File: config.mk
export PLATFORM = sky130hd
export DESIGN_NAME = fp_mul_pipe
export DESIGN_NICKNAME = d
export VERILOG_FILES = /design/src/rtl/fp_mul_pipe.sv
export SDC_FILE = /design/constraint.sdc
export NUM_CORES = 2
export LEC_CHECK = 0
export BUFFER_PORTS_ARGS = -buffer_cell sky130_fd_sc_hd__buf_4
export CAP_MARGIN = 20
export CORE_ASPECT_RATIO = 0.9
export CORE_UTILIZATION = 30
export CTS_CLUSTER_SIZE = 16
export DETAILED_ROUTE_END_ITERATION = 8
export HOLD_SLACK_MARGIN = 0.02
export PLACE_DENSITY_LB_ADDON = 0.2
export REMOVE_ABC_BUFFERS = 1
export SETUP_SLACK_MARGIN = 0.4
export SLEW_MARGIN = 25
export SYNTH_ARGS = -nofsm -noshare
export SYNTH_HDL_FRONTEND = slang
export SYNTH_SLANG_ARGS = --single-unit
File: constraint.sdc
create_clock -name clk -period 9.65 [get_ports clk]
set_clock_uncertainty 0.2 [all_clocks]
set_input_delay 2.4125 -clock clk [delete_from_list [all_inputs] [get_ports clk]]
set_output_delay 2.4125 -clock clk [all_outputs]
set_load 0.02 [all_outputs]
File: src/rtl/fp_mul_pipe.sv
// fp_mul_pipe: pipelined flush-to-zero FP multiplier with valid/ready stream; FP_MUL_NV_FLAG_EN adds the nv flag
module fp_mul_pipe #(
  parameter int EXP_W = 8,
  parameter int FRC_W = 23,
  localparam int W = 1 + EXP_W + FRC_W
) (
  input  logic         clk,
  input  logic         rst_n,
  input  logic         in_valid,
  output logic         in_ready,
  input  logic [W-1:0] fp_X,
  input  logic [W-1:0] fp_Y,
  input  logic [2:0]   r_mode,
  output logic         out_valid,
  input  logic         out_ready,
  output logic [W-1:0] fp_Z,
  output logic         ovrf,
  output logic         udrf
`ifdef FP_MUL_NV_FLAG_EN
  ,
  output logic         nv
`endif
);
  localparam int PW = 2 * FRC_W + 2;
  localparam int XW = EXP_W + 2;
  localparam logic [EXP_W-1:0] ONES = '1;
  localparam logic [EXP_W-1:0] EMAX = {{(EXP_W-1){1'b1}}, 1'b0};
  localparam logic [XW-1:0] BIAS = XW'(2 ** (EXP_W - 1) - 1);
  localparam logic [W-1:0] QNAN = {1'b0, ONES, 1'b1, {(FRC_W-1){1'b0}}};

  logic adv;
  logic v0, v1, v2;
  logic [W-1:0] x0, y0;
  logic [2:0] m0, m1, m2;
  logic s1, sp1, s2, sp2;
  logic [W-1:0] spr1, spr2;
  logic [XW-1:0] e1, e2;
  logic [PW-1:0] p1;
  logic [FRC_W-1:0] f2;
  logic g2, t2;

  assign adv = !out_valid | out_ready;
  assign in_ready = adv;

  logic sx, sy, zx, zy, ix, iy, nx, ny, zi, nan, inf, sgn;
  logic [EXP_W-1:0] ex, ey;
  logic [FRC_W-1:0] fx, fy;
  assign {sx, ex, fx} = x0;
  assign {sy, ey, fy} = y0;
  assign zx = ex == '0;
  assign zy = ey == '0;
  assign ix = ex == ONES && fx == '0;
  assign iy = ey == ONES && fy == '0;
  assign nx = ex == ONES && fx != '0;
  assign ny = ey == ONES && fy != '0;
  assign zi = (zx & iy) | (ix & zy);
  assign nan = nx | ny | zi;
  assign inf = ix | iy;
  assign sgn = sx ^ sy;

  logic [PW-2:0] pn;
  assign pn = p1[PW-1] ? p1[PW-2:0] : {p1[PW-3:0], 1'b0};

  logic inc, cy, ov, un, to_max;
  logic [FRC_W-1:0] fr;
  logic [XW-1:0] ef;
  logic [W-1:0] res;
  assign inc = (g2 | t2) & (m2 == 3'd1 ? 1'b0 : m2 == 3'd2 ? s2 : m2 == 3'd3 ? !s2 :
                            m2 == 3'd4 ? g2 : g2 & (t2 | f2[0]));
  assign {cy, fr} = {1'b0, f2} + {{FRC_W{1'b0}}, inc};
  assign ef = e2 + {{(XW-1){1'b0}}, cy};
  assign ov = $signed(ef) >= $signed({2'b00, ONES});
  assign un = $signed(ef) <= $signed({XW{1'b0}});
  assign to_max = m2 == 3'd1 | (m2 == 3'd2 & !s2) | (m2 == 3'd3 & s2);
  assign res = sp2 ? spr2 :
               ov ? (to_max ? {s2, EMAX, {FRC_W{1'b1}}} : {s2, ONES, {FRC_W{1'b0}}}) :
               un ? {s2, {(W-1){1'b0}}} : {s2, ef[EXP_W-1:0], fr};

  // stage valid bits shift together so bubbles are kept, not collapsed
  always_ff @(posedge clk or negedge rst_n)
    if (!rst_n) {v0, v1, v2, out_valid} <= '0;
    else if (adv) {v0, v1, v2, out_valid} <= {in_valid, v0, v1, v2};

  // operand capture, classify/multiply, then normalise with guard and sticky
  always_ff @(posedge clk)
    if (adv) begin
      x0 <= fp_X;
      y0 <= fp_Y;
      m0 <= r_mode;
      s1 <= sgn;
      sp1 <= nan | inf | zx | zy;
      spr1 <= nan ? QNAN : inf ? {sgn, ONES, {FRC_W{1'b0}}} : {sgn, {(W-1){1'b0}}};
      m1 <= m0;
      e1 <= XW'(ex) + XW'(ey) - BIAS;
      p1 <= PW'({1'b1, fx}) * PW'({1'b1, fy});
      s2 <= s1;
      sp2 <= sp1;
      spr2 <= spr1;
      m2 <= m1;
      e2 <= e1 + {{(XW-1){1'b0}}, p1[PW-1]};
      f2 <= pn[PW-2 -: FRC_W];
      g2 <= pn[FRC_W];
      t2 <= |pn[FRC_W-1:0];
    end

  // round, pack and flag into the output register
  always_ff @(posedge clk or negedge rst_n)
    if (!rst_n) begin
      fp_Z <= '0;
      ovrf <= 1'b0;
      udrf <= 1'b0;
    end else if (adv) begin
      fp_Z <= res;
      ovrf <= !sp2 & ov;
      udrf <= !sp2 & !ov & un;
    end

`ifdef FP_MUL_NV_FLAG_EN
  logic nv1, nv2;
  // invalid flag travels alongside its result
  always_ff @(posedge clk or negedge rst_n)
    if (!rst_n) {nv1, nv2, nv} <= '0;
    else if (adv) {nv1, nv2, nv} <= {(nx & !fx[FRC_W-1]) | (ny & !fy[FRC_W-1]) | zi, nv1, nv2};
`endif
endmodule
# == Yosys cells after proc, flatten, opt, wreduce, memory -nomap -nowiden ==
# Index checks and enable logic that the tools add are counted.
# op_classes
add_sub_neg,5
n_mul,1
div_mod_pow,0
order_cmp,2
n_eq_ne,6
shift,0
muxes,10
bitwise,22
n_reduce_logical,15
# op_table
operator,n
two-way mux 31 bit,3
multiplier 24 x 24 -> 48 bit,1
two-way mux 47 bit,1
logical NOT 23 bit,2
nonzero test 23 bit,2
two-way mux 32 bit,1
adder 23 x 1 -> 24 bit,1
two-way mux 24 bit,1
OR reduction 23 bit,1
adder 10 x 1 -> 10 bit,2
equality test 8 bit (second input constant),2
logical NOT 8 bit,2
OR 1 bit,12
greater-or-equal comparator 10 x 9 -> 1 bit (second input constant),1
less-or-equal comparator 10 x 1 -> 1 bit (second input constant),1
subtractor 9 x 7 -> 10 bit (second input constant),1
adder 8 x 8 -> 9 bit,1
AND 1 bit,9
equality test 3 x 2 -> 1 bit (second input constant),2
logical AND 1 bit,4
logical NOT 1 bit,4
two-way mux 1 bit,4
equality test 3 x 1 -> 1 bit (second input constant),1
equality test 3 bit (second input constant),1
bitwise XOR 1 bit,1
# totals
reg_bits,272
latch_bits,0
ram_bits,0
romBits,0
inputBits,71
output_inout_bits,36
memories,0

# == Logic depth before layout (Yosys ltp) ==
# logic_depth
word_depth,13
ltp_mapped,26

# == Worst setup path before layout ==
# OpenSTA, ideal clock, no wires.
# synth_timing
path_type,input to output
startpoint,input out_ready
endpoint,output in_ready
t_arrival_ns,7.811
path_slack_ns,-0.773
path_stages,4
cell_sequence,nor2b_1 clkbuf_1 inv_1 clkbuf_1
# synth_via
elab_chain_len,1
# synth_lines
element,line_no,source
"start, declared",15,"input logic out_ready,"
OR 1 bit,42,assign adv = !out_valid | out_ready;
"end, declared",10,"output logic in_ready,"
# Every way passes these cells.

# == Worst setup path after layout ==
# layout_timing
startpoint,register y0[8]
endpoint,"register p1[41], data pin"
# layout_via
elab_chain_len,1
# layout_lines
element,line_no,source
"start, declared",33,"logic [W-1:0] x0, y0;"
"start signal, assigned",88,y0 <= fp_Y;
multiplier 24 x 24 -> 48 bit,95,"p1 <= PW'({1'b1, fx}) * PW'({1'b1, fy});"
"end signal, assigned",95,
"end, declared",38,logic [PW-1:0] p1;
# Every way passes these cells.
# A chain may end at the register's enable or synchronous reset.

==> impl_metrics.ini <==
[route]
drtPass1Iterations = 5
wl_mm = 79.7
drt_iter0_drc = 1213
antenna_left = 0
routedWlPerCell_um = 19.4
viasPerCell = 4.56
drc = 0
vias = 18700

[floorplanning]
ioPinCount = 107
initial_core_util = 0.303
dieArea_um2 = 93400
die_w_um = 322
rows = 105
fp.dieH_um = 290
core-area_um2 = 91200

[grt]
grt_max_degree = 59
grt_util_all_layers = 0.174
grt_pass1_vias = 19900
antenna_found_initial = 1
grt_pass1_wl_mm = 123
overflow = 0

[min_path]
hold_path_class = reg -> reg

[layout]
layout.nets = 3592
layout_commonest_cell = inv_1
multi_input_area_um2 = 18700
final_core_util = 0.338
final_layout_size_suffix_gt1_frac = 0.0816
layout_common_cells = inv_1, fa_1, nand2_1
syn2layout_area_growth_pct = 11.4
fillers = 9404
fin_area_um2 = 30800
regArea_um2 = 6240

[timing]
timing.final.crit_period_ps = 8160
rsz0062_at_grt = false
worst_pin_slew_ps = 1040
final.period_utilization = 0.845
slew_headroom = 0.307
slew_violations = 0
finalHoldViolCount = 0
fmax_ghz = 0.123
setup_viol = 0

[critical_path]
cp_cell_sequence = clkinv_1 > nor2_1 > fa_1 > fa_1 > inv_1 > fa_1 > inv_1 > fa_1 > inv_1 > fa_1 > inv_1 > fa_1 > inv_1 > fa_1 > inv_1 > ha_1 > nand4_1 > nor4_1 > o21ai_1 > a211oi_2 > mux2i_1 > nand2_1
slowest_stage = edfxtp_1
path_class = reg -> reg
max_stage_delay_ps = 810
crit_required_ps = 9850
crit_arrival_ps = 8360
path_max_fanout = 17
crit_path_end_kind = flip-flop
startpoint_type = flip-flop
crit_top_cell = fa_1

[clocking]
insertion_delay_ps = 650
clk_pin_slew_ps = 60
cts_tree = built
cts_sinks = 214
cts-hold-fix-buffers = 0
cts_setup_buffers = 0
htreeDepth = 1
post_cts_resized = 0
cts_buffer_depth = 3
cts_root_buffer = clkbuf_16
numCtsBuffers = 29

[yosys]
synth_mux_area_frac = 0.0113
postSynthCellCount = 2781
yosys.area_share.simple = 0.149
synth_flop_cell = edfxtp_1
post_synth_num_cell_types = 69
syn_avg_cell_area_um2 = 9.94
async_reset_ff_frac = 0.178
synthAdderAreaFrac = 0.438
synth_top_family_by_area = adder cells
ys_warn_count = 0
ys_seq_elements = 214
synth_edf_count = 176
synth-xor-area-share = 0.0278
synth_seq_area_share = 0.226
synth_compound_area_frac = 0.0503
synthesis.area_um2 = 27600

[placed_design]
port_buffers = 106
place_area_um2 = 29800
gp_congestion = 0.850
dp_hpwl_mm = 61.6

[run]
drv_cap = 0

[outcome]
status = complete, no violations
-- sequential cells by signal (all words and copies together) (netlist names), 3 cells and up --
signal and count:
e1 10, e2 10, f2 23, fp_Z 32
m0 3, m1 3, m2 3, p1 48
spr1 3, spr2 3, x0 32, y0 32
-- cells by family after synthesis --
group	count (synthesis)
compound gates	229
xor+xnor	87
fa+ha+maj	677
buf+inv	714
flops	214
mux	28
simple gates	832
-- metal layers --
| layer | track usage | vias up | wire (um) |
|---|---|---|---|
| met4 | 0.0375 | 0 | 1780 |
| met2 | 0.259 | 500 | 33700 |
| met5 | 0 | - | 0 |
| li1 | - | 8703 | - |
| met3 | 0.0387 | 76 | 5630 |
| met1 | 0.256 | 9418 | 38600 |
-- worst max-delay path, delay by kind of cell (launching register included) --
family / cells / cell delay [ps]
mux: 1 / 220
flops: 1 / 810
compound gates: 2 / 600
fa+ha+maj: 8 / 3840
simple gates: 4 / 1250
buf+inv: 7 / 960
-- synth_stat cells (all sizes together) (10+ instances only) --
cell,number,area [um2]
a21o,10,75.1
buf,10,58.8
nand4,20,131
mux2,26,293
xor2,27,236
nor2b,16,100
inv,591,2220
o21bai,12,90.1
and2,246,1540
ha,194,2430
dfrtp,38,951
clkbuf,110,414
nor4,24,150
xnor2,60,533
nor3,16,80.1
nand2,332,1250
o21ai,61,305
and3,13,81.3
edfxtp,176,5290
nand3,40,200
a21oi,93,477
nor2,87,327
fa,483,9670
-- final timing paths --
path                       endpoint  slack, ps     start  cells past startpoint
setup / recovery             p1[41]       1490     y0[8]                     22
hold / removal             spr2[30]        220  spr1[30]                      0
setup reg to reg             p1[41]       1490     y0[8]                     22
hold reg to reg            spr2[30]        220  spr1[30]                      0
max in group asynchronous  fp_Z[18]       7310     rst_n                      1
min in group asynchronous      udrf       1580     rst_n                      1
-- area by class of cell --
| cell class | count | share of cell area |
|---|---|---|
| multi-input combinational | 1853 | 0.608 |
| sequential | 214 | 0.203 |
| inverter | 594 | 0.0727 |
| tap | 1230 | 0.0500 |
| timing repair buffer | 152 | 0.0376 |
| clock buffer | 34 | 0.0242 |
| clock inverter | 19 | 0.00528 |
| antenna | 1 | 0.0000813 |
-- stage by stage --
step | hold slack (ps) | setup WS (ps) | TNS, ps | std cells
2_1_floorplan | 200 | -110 | -110 | 2661
3_3_place_gp | 206 | 1460 | 0 | 4041
3_5_place_dp | 205 | 1480 | 0 | 4041
4_1_cts | 220 | 1470 | 0 | 4094
5_1_grt | 227 | 1110 | 0 | 4096
6_report | 217 | 1490 | 0 | 4097
Power is not shown: default switching activity piles up to over one toggle a cycle in this logic, so the estimate is an artifact.
